$ cat src/rtl/post_commit_store_buffer.sv
// post_commit_store_buffer
// In-order buffer of committed stores sitting between ROB commit and the
// data-cache write port. Stores drain one at a time. Younger loads can
// read committed but not yet drained bytes through combinational
// store-to-load forwarding.
// Optional build macro: PCSB_COALESCE_EN. When it is defined, a store to
// the same word as the youngest entry merges into that entry instead of
// allocating a new one.

module post_commit_store_buffer #(
  parameter int DEPTH = 4,
  parameter int CNT_W = $clog2(DEPTH + 1)
) (
  input  logic             clk,
  input  logic             rst,
  input  logic             enq_valid,
  output logic             enq_ready,
  input  logic [31:0]      enq_addr,
  input  logic [3:0]       enq_wmask,
  input  logic [31:0]      enq_wdata,
  output logic [31:0]      dmem_addr,
  output logic [3:0]       dmem_rmask,
  output logic [3:0]       dmem_wmask,
  output logic [31:0]      dmem_wdata,
  input  logic             dmem_resp,
  input  logic [31:0]      ld_addr,
  input  logic [3:0]       ld_rmask,
  output logic [31:0]      fwd_data,
  output logic [3:0]       fwd_mask,
  output logic             fwd_full,
  output logic             ld_conflict,
  output logic             empty,
  output logic [CNT_W-1:0] count
);

  localparam int PTR_W = $clog2(DEPTH);

  typedef struct packed {
    logic        valid;
    logic [31:0] addr;
    logic [3:0]  wmask;
    logic [31:0] wdata;
  } pcsb_entry_t;

  typedef enum logic {IDLE, REQ} state_t;

  pcsb_entry_t      entries_q [DEPTH];
  pcsb_entry_t      entries_d [DEPTH];
  logic [PTR_W-1:0] head_q, head_d;
  logic [PTR_W-1:0] tail_q, tail_d;
  logic [CNT_W-1:0] count_q, count_d;
  state_t           state_q, state_d;

  logic [PTR_W-1:0] youngest_idx;
  logic [PTR_W-1:0] fwd_idx;
  logic [3:0]       fwd_cover;
  logic [31:0]      fwd_raw;
  logic             full;
  logic             merge_hit;
  logic             enq_fire;
  logic             do_merge;
  logic             do_alloc;
  logic             do_pop;
  logic             unused_addr_bits;

  assign unused_addr_bits = ^{enq_addr[1:0], ld_addr[1:0]};

  // Accept/merge/pop decisions. The full check uses registered occupancy only, so a same-cycle pop never opens a slot.
  always_comb begin
    full         = (count_q == CNT_W'(DEPTH));
    youngest_idx = tail_q - PTR_W'(1);
`ifdef PCSB_COALESCE_EN
    merge_hit = (count_q != '0) && entries_q[youngest_idx].valid &&
                (entries_q[youngest_idx].addr[31:2] == enq_addr[31:2]) &&
                !((state_q == REQ) && (youngest_idx == head_q));
`else
    merge_hit = 1'b0;
`endif
    enq_ready = !full || merge_hit;
    enq_fire  = enq_valid && enq_ready && (enq_wmask != 4'b0000);
    do_merge  = enq_fire && merge_hit;
    do_alloc  = enq_fire && !merge_hit;
    do_pop    = (state_q == REQ) && dmem_resp;
  end

  // Next storage, pointers and occupancy: retire the head, merge into the youngest entry, or allocate at the tail.
  always_comb begin
    entries_d = entries_q;
    head_d    = head_q;
    tail_d    = tail_q;
    if (do_pop) begin
      entries_d[head_q].valid = 1'b0;
      head_d = head_q + PTR_W'(1);
    end
    if (do_merge) begin
      for (int l = 0; l < 4; l++) begin
        if (enq_wmask[l]) begin
          entries_d[youngest_idx].wdata[8*l +: 8] = enq_wdata[8*l +: 8];
        end
      end
      entries_d[youngest_idx].wmask = entries_q[youngest_idx].wmask | enq_wmask;
    end
    if (do_alloc) begin
      entries_d[tail_q].valid = 1'b1;
      entries_d[tail_q].addr  = {enq_addr[31:2], 2'b00};
      entries_d[tail_q].wmask = enq_wmask;
      entries_d[tail_q].wdata = enq_wdata;
      tail_d = tail_q + PTR_W'(1);
    end
    count_d = count_q + CNT_W'(do_alloc) - CNT_W'(do_pop);
  end

  // Drain next state. It looks at post-update occupancy, so a fresh entry reaches dmem next cycle and drains run back to back.
  always_comb begin
    state_d = state_q;
    case (state_q)
      IDLE: if (count_d != '0) state_d = REQ;
      REQ:  if (count_d == '0) state_d = IDLE;
      default: state_d = IDLE;
    endcase
  end

  // Drain outputs: the head entry is presented and held until dmem_resp.
  always_comb begin
    dmem_addr  = entries_q[head_q].addr;
    dmem_wdata = entries_q[head_q].wdata;
    dmem_wmask = (state_q == REQ) ? entries_q[head_q].wmask : 4'b0000;
    dmem_rmask = 4'b0000;
    empty      = (count_q == '0);
    count      = count_q;
  end

  // Forwarding: walk from oldest to youngest so the youngest matching writer of each lane wins.
  always_comb begin
    fwd_cover = 4'b0000;
    fwd_raw   = 32'h0;
    fwd_idx   = head_q;
    for (int i = 0; i < DEPTH; i++) begin
      fwd_idx = head_q + PTR_W'(i);
      if (entries_q[fwd_idx].valid && (entries_q[fwd_idx].addr[31:2] == ld_addr[31:2])) begin
        for (int l = 0; l < 4; l++) begin
          if (entries_q[fwd_idx].wmask[l]) begin
            fwd_cover[l]       = 1'b1;
            fwd_raw[8*l +: 8]  = entries_q[fwd_idx].wdata[8*l +: 8];
          end
        end
      end
    end
    fwd_mask = fwd_cover & ld_rmask;
    fwd_data = 32'h0;
    for (int l = 0; l < 4; l++) begin
      if (fwd_mask[l]) fwd_data[8*l +: 8] = fwd_raw[8*l +: 8];
    end
    fwd_full    = (fwd_mask == ld_rmask) && (ld_rmask != 4'b0000);
    ld_conflict = (fwd_mask != 4'b0000) && !fwd_full;
  end

  // State register with synchronous reset; a dmem_resp in the reset cycle is ignored.
  always_ff @(posedge clk) begin
    if (rst) begin
      state_q <= IDLE;
      head_q  <= '0;
      tail_q  <= '0;
      count_q <= '0;
      for (int i = 0; i < DEPTH; i++) entries_q[i] <= '0;
    end else begin
      state_q <= state_d;
      head_q  <= head_d;
      tail_q  <= tail_d;
      count_q <= count_d;
      for (int i = 0; i < DEPTH; i++) entries_q[i] <= entries_d[i];
    end
  end

endmodule

$ cat config.mk
export PLATFORM = sky130hd
export DESIGN_NAME = post_commit_store_buffer
export DESIGN_NICKNAME = d
export VERILOG_FILES = /design/src/rtl/post_commit_store_buffer.sv
export SDC_FILE = /design/constraint.sdc
export NUM_CORES = 1
export LEC_CHECK = 0
export CAP_MARGIN = 20
export CORE_MARGIN = 4
export CORE_UTILIZATION = 57
export CTS_CLUSTER_DIAMETER = 60
export DETAILED_ROUTE_END_ITERATION = 16
export PLACE_DENSITY = 0.83
export SYNTH_ARGS = -nofsm -noshare
export SYNTH_HDL_FRONTEND = slang
export SYNTH_SLANG_ARGS = --single-unit
$ cat constraint.sdc
create_clock -name clk -period 8.4 [get_ports clk]
set_input_delay 2.1 -clock clk [delete_from_list [all_inputs] [get_ports clk]]
set_output_delay 2.1 -clock clk [all_outputs]
set_load 0.02 [all_outputs]
# After elaboration in Yosys (flattened, before gate mapping)

Index checks and enable logic that the tools add are counted.

Add/sub/neg operators: 6
$lt $le $gt $ge: 7
Eq/ne operators: 6
Multiplexer cells: 77
Bitwise operators: 7
Reductions and logical operators: 19

Operator list:

| cell                | count |
|---|---|
| $bwmux 276          | 5 |
| $demux 69 s2        | 5 |
| $mux 69             | 10 |
| $bmux 69 s2         | 4 |
| $mux 276            | 2 |
| $mux 32             | 5 |
| $mux 8              | 20 |
| $eq 30x30->1        | 4 |
| $mux 68             | 1 |
| $mux 36             | 1 |
| $mux 4              | 5 |
| $mux 1              | 18 |
| $ge 3x3->1 const B  | 5 |
| $not 2->3           | 5 |
| $reduce_bool 4->1   | 3 |
| $logic_and 1x1->1   | 11 |
| $logic_not 3->1     | 2 |
| $lt 3x1->1 const B  | 2 |
| $add 2x1->2 const B | 2 |
| $add 2x2->2 const B | 2 |
| $and 4x4->4         | 1 |
| $eq 4x4->1          | 1 |
| $add 3x1->3         | 1 |
| $eq 3x3->1 const B  | 1 |
| 5 further kinds     | 6 |

Bits in registers: 284
Input port bits: 108
Output and inout bits: 115
Word-level logic and storage cells: 142

# Longest topological paths before layout

Gate-level depths: netlist of the first run.

Depth after elaboration: 18
Mapped depth: 20
Depth with buffers taken out: 11

# Worst setup path after synthesis of the first run

No wires, ideal clock.

Path kind: flip-flop to output port
Start point: register head_q[1]
End point: output port fwd_data[24]
Arrival time: 5.217 ns
Required time: 6.300 ns
Slack: 1.083 ns
Cell stages (with the launch flop): 20
Buffers on the path: 10
Path through: dfxtp_1 buf_6 buf_8 inv_2 buf_1 clkbuf_1 ha_1 clkbuf_1 inv_1 clkbuf_1 clkbuf_1 clkbuf_1 nor3_1 o22ai_1 nor3_1 buf_2 nand3b_1 clkbuf_1 a311oi_1 a2111oi_1

Longest elaborated chain between the ends: 15
Elaborated cells between the ends (all ways): 45
Those cells by class: 3 x add/sub; 4 x eq/ne; 29 x mux; 5 x bitwise; 4 x reduce/logical

Ends and longest elaborated chain:

| element                                                              | line | text |
|---|---|---|
| start, declared                                                      | 49   | `logic [PTR_W-1:0] head_q, head_d;` |
| start signal, assigned                                               | 162  | `head_q <= '0;` |
| start signal, assigned                                               | 168  | `head_q <= head_d;` |
| parallel branches: the longest is 14 deep, another holds $add 2x1->2 | -    |  |
| $mux 8 (*)                                                           | 152  | `if (fwd_mask[l]) fwd_data[8*l +: 8] = fwd_raw[8*l +: 8];` |
| end, declared                                                        | 28   | `output logic [31:0] fwd_data,` |

Mark *: on every way between the ends. The select of a mux whose other input is x is not followed.

# Worst setup path in the final report of the first run

Start point: input port ld_addr[4]
End point: output port fwd_data[6]

Longest elaborated chain between the ends: 11
Elaborated cells between the ends (all ways): 24
Those cells by class: 4 x eq/ne; 15 x mux; 1 x bitwise; 4 x reduce/logical

Ends and longest elaborated chain:

| element           | line | text |
|---|---|---|
| start, declared   | 26   | `input logic [31:0] ld_addr,` |
| $eq 30x30->1      | 140  | `if (entries_q[fwd_idx].valid && (entries_q[fwd_idx].addr[31:2] == ld_addr[31:2])) begin` |
| $logic_and 1x1->1 | 140  |  |
| $mux 4            | 140  |  |
| $mux 1            | 142  | `if (entries_q[fwd_idx].wmask[l]) begin` |
| $mux 4            | 140  |  |
| $mux 1            | 142  |  |
| $mux 4            | 140  |  |
| $mux 1            | 142  |  |
| $mux 4            | 140  |  |
| $and 4x4->4       | 149  | `fwd_mask = fwd_cover & ld_rmask;` |
| $mux 8 (*)        | 152  |  |

Mark *: on every way between the ends. The rest lies on a longest branch, timed or not.

==> results.py, run 1 <==
metrics = {
    "grt": {
        "antenna_found_initial": 3,
        "grt_start_max_net_pins": 147,
        "track_usage_pct": 36.7,
        "grt_first_pass_wirelength_um": 105000,
        "grt_pass1_vias": 18800,
        "grt_overflow": 0,
    },
    "power": {
        "leakage_nw": 7.52,
        "power_mw": 4.96,
        "ir_worst_vdd_mv": 0.204,
        "powerDensity_nw_per_um2": 219,
    },
    "synth": {
        "synth_flop_cell": "dfxtp_1",
        "syn-mean-instance-area_um2": 8.09,
        "syn_inst": 2320,
        "synth_warnings": 0,
        "seq_area_frac_synth_pct": 29.4,
        "synth.largest_area_cell": "dfxtp_1",
        "synth_cell_types": 83,
        "synth_edf_count": 0,
        "synth_seq_cells": 276,
        "synth.area.top_cells": "dfxtp_1, nand2_1, mux4_2",
        "post-synth-top-count-cell": "nand2_1",
        "synthArstFlopShare_pct": 0,
        "synth_common_cells": "nand2_1, a21oi_1, dfxtp_1",
        "syn_area_um2": 18800,
        "synth_top_cell_area_share_pct": 29.4,
    },
    "critical_path": {
        "cp_data_arrival_time_ns": 6.22,
        "worst_path_largest_cell_delay_ns": 0.63,
        "worst_path_most_repeated_cell": "buf_4",
        "start_kind": "input port",
        "endpoint_kind": "output pin",
        "critical_path_class": "in2out",
        "critPathRequiredTime_ns": 6.30,
        "path_cells": "clkdlybuf4s50_1 -> xnor2_1 -> buf_4 -> nand4_1 -> or4_1 -> or4_1 -> buf_4 -> buf_4 -> or3_1 -> a41oi_2 -> buf_4 -> o221a_1 -> clkdlybuf4s50_1",
        "path_max_fanout": 9,
        "slowest_stage": "clkdlybuf4s50_1",
    },
    "route": {
        "via_per_inst": 6.55,
        "drtPass1Iterations": 6,
        "drt-initial-drc-count": 2454,
        "drc_errors": 0,
        "wirelength_um": 68300,
        "ant_nets": 0,
        "wire_per_inst_um": 23.2,
        "vias": 19200,
    },
    "cts": {
        "cts-buffers-inserted": 35,
        "cts.sinks": 276,
        "clock_path_buffers": 3,
        "cts_max_level": 2,
        "clk_pin_slew_ns": 0.06,
        "tritoncts": "done",
        "cts_root_buffer": "clkbuf_16",
        "clk_latency_ns": 0.53,
    },
    "die": {
        "start_util_pct": 57.7,
        "core_area_um2": 32500,
        "ioPinCount": 223,
        "dieWidth_um": 189,
        "std_cell_rows": 66,
        "die_area_um2": 35900,
        "die_height_um": 189,
    },
    "timing": {
        "clock_skew_ns": 0.0235,
        "maxSlewViolCount": 0,
        "tns_ns": 0,
        "max-slew-margin-rel_pct": 25.0,
        "finalHoldViolations": 0,
        "holdWs_ns": 0.469,
        "worst_pin_slew_ns": 1.12,
        "period_minus_slack_ns": 8.32,
        "post-route-period-util_pct": 99.1,
        "max_freq_mhz": 120,
        "setup_viol": 0,
        "rsz0062_at_grt": "no",
    },
    "final_layout": {
        "finalNonFillerCells": 2939,
        "final_nets": 2592,
        "multi_input_area_um2": 12300,
        "drive_gt1_share_pct": 13.6,
        "nFillCells": 2549,
        "seqCellArea_um2": 5530,
        "stdcell_area_um2": 22600,
        "antenna_cells": 0,
        "area_growth_syn_to_layout_pct": 20.4,
    },
    "status": {
        "status": "finished clean",
    },
    "placement": {
        "numPlacedInstances": 2877,
        "portBuffers": 212,
        "placed_cell_area_um2": 21400,
        "dp_hpwl_um": 47000,
        "gp_congestion": 1.01,
    },
    "worst_hold_path": {
        "hold_path_class": "reg2reg",
    },
    "flow_run": {
        "max_cap_viol_count": 0,
    },
}
[metal layers]
metal  up-vias  wire length [µm]  GRT usage [%]
li1       8555                 -              -
met1      9217             26600           49.6
met2      1213             31500           58.8
met3       245              7690           7.04
met4         6              2500           13.6
met5         -                43              0
[placed cells by master, fill, tap and decap left out, types with 19 or more instances in the layout]
cell	instances
clkbuf_16	36
a21oi_1	357
xnor2_1	86
o21ai_0	67
buf_4	105
nand2_1	574
mux4_2	84
inv_1	22
mux2i_1	176
clkdlybuf4s50_1	207
nor3_1	19
nand4_1	20
dfxtp_1	274
nor2_1	92
mux2_2	55
[worst max-delay path, delay by kind of cell]
kind            cells  cell delay (ns)
buf+inv             6             1.91
simple gates        4             1.53
compound gates      2             0.53
xor+xnor            1             0.13
[per-stage QoR]
stage	util, %	setup slack (ns)
6_report	69.5	0.0766
5_1_grt	69.5	0.00285
4_1_cts	69.4	0.0187
3_5_place_dp	65.8	-0.0335
3_3_place_gp	65.8	-0.147
2_1_floorplan	-	1.08
[layout make-up]
cell class              instances  share of cell area, %
clock buffers                  47                   4.39
inverters                      23                  0.382
repair buffers                321                   13.2
well taps                     442                   2.45
multi-input cells            1816                   54.4
clock inverters                14                  0.670
flip-flops and latches        276                   24.5
[path summary, 6_finish.rpt]
| check | slack (ns) | cells past startpoint | end | from |
|---|---|---|---|---|
| worst min-delay path | 0.47 | 2 | entries_q[88]$_SDFFE_PP0P_ | entries_q[88]$_SDFFE_PP0P_ |
| worst min register to register | 0.47 | 2 | entries_q[88]$_SDFFE_PP0P_ | entries_q[88]$_SDFFE_PP0P_ |
| worst max-delay path | 0.08 | 13 | fwd_data[6] | ld_addr[4] |
| worst max register to register | 5.09 | 6 | entries_q[21]$_SDFFE_PP0P_ | count[1]$_SDFF_PP0_ |
[sequential cells by signal, summed over array words and instances, names as in the netlist]
name	cells
tail_q	2
entries_q	268
head_q	2
count	3
state_q	1
[kinds of logic after synthesis]
family                   Yosys count  share of synthesized area (%)
adder cells (fa/ha/maj)           11                          0.773
multiplexers                     318                           23.1
buffers and inverters            233                           5.51
flip-flops                       276                           29.4
XOR/XNOR                         102                           4.76
AND/OR/NAND/NOR                  810                           18.3
other                              1                         0.0200
AO/OA/AOI/OAI                    569                           18.1
[power breakdown]
group | internal [mW] | switching, mW | total, mW
clock | 0.897 | 0.609 | 1.51
sequential | 1.43 | 0.145 | 1.57
combinational | 0.752 | 1.13 | 1.88
[timing repair]
action | CTS | global route
hold buffers | 0 | 0
setup endpoints to repair | 14 | 33
pin swaps | 0 | 0
buffers inserted | 0 | 1
resized for setup | 2 | 8
No activity file was read; power rests on OpenSTA's default activity.
==> run 2, diff against run 1 <==
Settings changed: CORE_ASPECT_RATIO set to 1.2, HOLD_SLACK_MARGIN set to 0.02.
Clock period 8.4 ns to 8.3 ns, I/O delays scaled along.
==> run 2 against run 1 <==
Net effect: clock skew down 0.014 ns; non-clock buffer count decreased by 25; highest routed layer is now met4; setup slack better by 0.067 ns; final area shrank 1.2%; largest power group unchanged; largest cell class unchanged; clock power is 4% lower; critical path depth unchanged.
==> results.py, run 2 (synthesized netlist as in run 1, its figures left out) <==
metrics = {
    "final_layout": {
        "final_cell_mix": "nand2_1, a21oi_1, dfxtp_1, clkdlybuf4s50_1, mux2i_1",
        "area_growth_syn_to_layout_pct": 19.0,
        "largest_register_ffs": 268,
        "fin_util_pct": 69.0,
        "final_nets": 2562,
        "nFillCells": 2552,
        "drive_gt1_share_pct": 12.5,
        "final_common_cell": "nand2_1",
        "largest-register": "entries_q",
    },
    "power": {
        "power_mw": 4.92,
        "ir_worst_vdd_mv": 0.164,
        "powerDensity_nw_per_um2": 221,
        "leakage_nw": 7.45,
    },
    "timing": {
        "clock_skew_ns": 0.00901,
        "worst_pin_slew_ns": 1.18,
        "maxSlewViolCount": 0,
        "period_minus_slack_ns": 8.16,
        "post-route-period-util_pct": 98.3,
        "rsz0062_at_grt": "no",
        "finalHoldViolations": 0,
        "setup_viol": 0,
        "layout_setup_ws_ns": 0.144,
        "max_freq_mhz": 123,
        "tns_ns": 0,
        "max-slew-margin-rel_pct": 21.3,
    },
    "critical_path": {
        "path_max_fanout": 7,
        "worst_path_largest_cell_delay_ns": 0.69,
        "worst_path_most_repeated_cell": "buf_4",
        "endpoint_kind": "output pin",
        "path_cells": "clkdlybuf4s50_1 -> xnor2_1 -> or4_1 -> a2111oi_0 -> nor4bb_4 -> buf_4 -> buf_4 -> nand2_1 -> buf_4 -> o2bb2ai_1 -> nand2_1 -> a221oi_1 -> clkdlybuf4s50_1",
        "cp_data_arrival_time_ns": 6.08,
        "critical_path_class": "in2out",
        "start_kind": "input port",
        "slowest_stage": "clkdlybuf4s50_1",
        "critPathRequiredTime_ns": 6.23,
    },
    "cts": {
        "clk_latency_ns": 0.57,
        "cts_max_level": 1,
        "clk_pin_slew_ns": 0.06,
        "tritoncts": "done",
        "cts_root_buffer": "clkbuf_16",
        "cts-buffers-inserted": 30,
        "cts_setup_buffers": 0,
        "cts.sinks": 276,
        "clock_path_buffers": 3,
    },
    "grt": {
        "grt_start_max_net_pins": 119,
        "grt_pass1_vias": 18500,
        "antenna_found_initial": 1,
        "grt_overflow": 0,
        "track_usage_pct": 35.3,
        "grt_first_pass_wirelength_um": 102000,
    },
    "status": {
        "status": "finished clean",
    },
    "die": {
        "core_area_um2": 32300,
        "start_util_pct": 58.0,
        "ioPinCount": 223,
        "die_area_um2": 35900,
        "die_height_um": 207,
        "std_cell_rows": 72,
        "dieWidth_um": 174,
    },
    "route": {
        "wire_per_inst_um": 23.0,
        "wirelength_um": 66200,
        "drt-initial-drc-count": 1770,
        "ant_nets": 0,
        "via_per_inst": 6.52,
        "drc_errors": 0,
        "vias": 18700,
        "drtPass1Iterations": 6,
    },
    "placement": {
        "gp_congestion": 1.08,
        "dp_slack_ns": -0.0185,
        "dp_hpwl_um": 45800,
        "portBuffers": 212,
    },
    "worst_hold_path": {
        "hold_path_class": "reg2reg",
    },
    "flow_run": {
        "max_cap_viol_count": 0,
    },
}
-- run 2: cell count changes in the layout (fill, tap and decap cells not counted), moves of 3 or more --
cell            change
buf_4              -26
clkbuf_16           -5
clkbuf_8            +5
diode_2             +3
dlymetal6s2s_1      +3
inv_6               -4
-- run 2: area by class of cell --
| class | count | area, µm² | area share, % |
|---|---|---|---|
| Multi-Input combinational cell | 1816 | 12300 | 55.0 |
| Sequential cell | 276 | 5530 | 24.8 |
| Timing Repair Buffer | 296 | 2830 | 12.7 |
| Clock buffer | 45 | 928 | 4.16 |
| Tap cell | 407 | 509 | 2.28 |
| Clock inverter | 9 | 153 | 0.684 |
| Inverter | 23 | 86.3 | 0.387 |
| Antenna cell | 3 | 7.51 | 0.0336 |
-- run 2: final timing paths --
check / from / endpoint / slack, ns / cells after the start
max: ld_addr[8] / fwd_data[21] / 0.14 / 13
max reg2reg: count[1]$_SDFF_PP0_ / entries_q[242]$_SDFFE_PP0P_ / 5.05 / 6
min: entries_q[272]$_SDFFE_PP0P_ / entries_q[272]$_SDFFE_PP0P_ / 0.47 / 2
min reg2reg: entries_q[272]$_SDFFE_PP0P_ / entries_q[272]$_SDFFE_PP0P_ / 0.47 / 2
-- run 2: what timing repair did --
item,4_1_cts,5_1_grt
cloned,0,0
resized for setup,1,7
hold buffers,0,0
pin swaps,0,0
endpoints found under the setup margin,1,8
endpoints found under the hold margin,0,0
-- run 2: through the flow --
| step | std cells | instance area, µm² | hold WS, ns |
|---|---|---|---|
| after floorplan | 2325 | 18800 | 0.445 |
| after global placement | 2816 | 21200 | 0.451 |
| after detailed placement | 2817 | 21200 | 0.461 |
| after CTS | 2871 | 22300 | 0.469 |
| after global routing | 2873 | 22300 | 0.492 |
| final | 2875 | 22300 | 0.469 |
-- run 2: worst max-delay path: cells and delay by family --
family | cells | cell delay (ns)
xor gates and xnor gates | 1 | 0.19
buffers and inverters | 5 | 1.87
and+or+nand+nor | 4 | 1.01
AOI/OAI and AO/OA | 3 | 0.95
-- run 2: power by group --
part | leakage, nW | switching [mW] | internal [mW]
logic | 4.68 | 1.14 | 0.758
clock network | 0.535 | 0.564 | 0.891
registers | 2.24 | 0.129 | 1.44
total | 7.45 | 1.83 | 3.09
-- run 2: routing by layer --
layer,wire length [µm],track usage (%)
met1,23700,40.6
met3,6010,6.25
met5,0,0
met2,32000,61.2
met4,4440,22.5
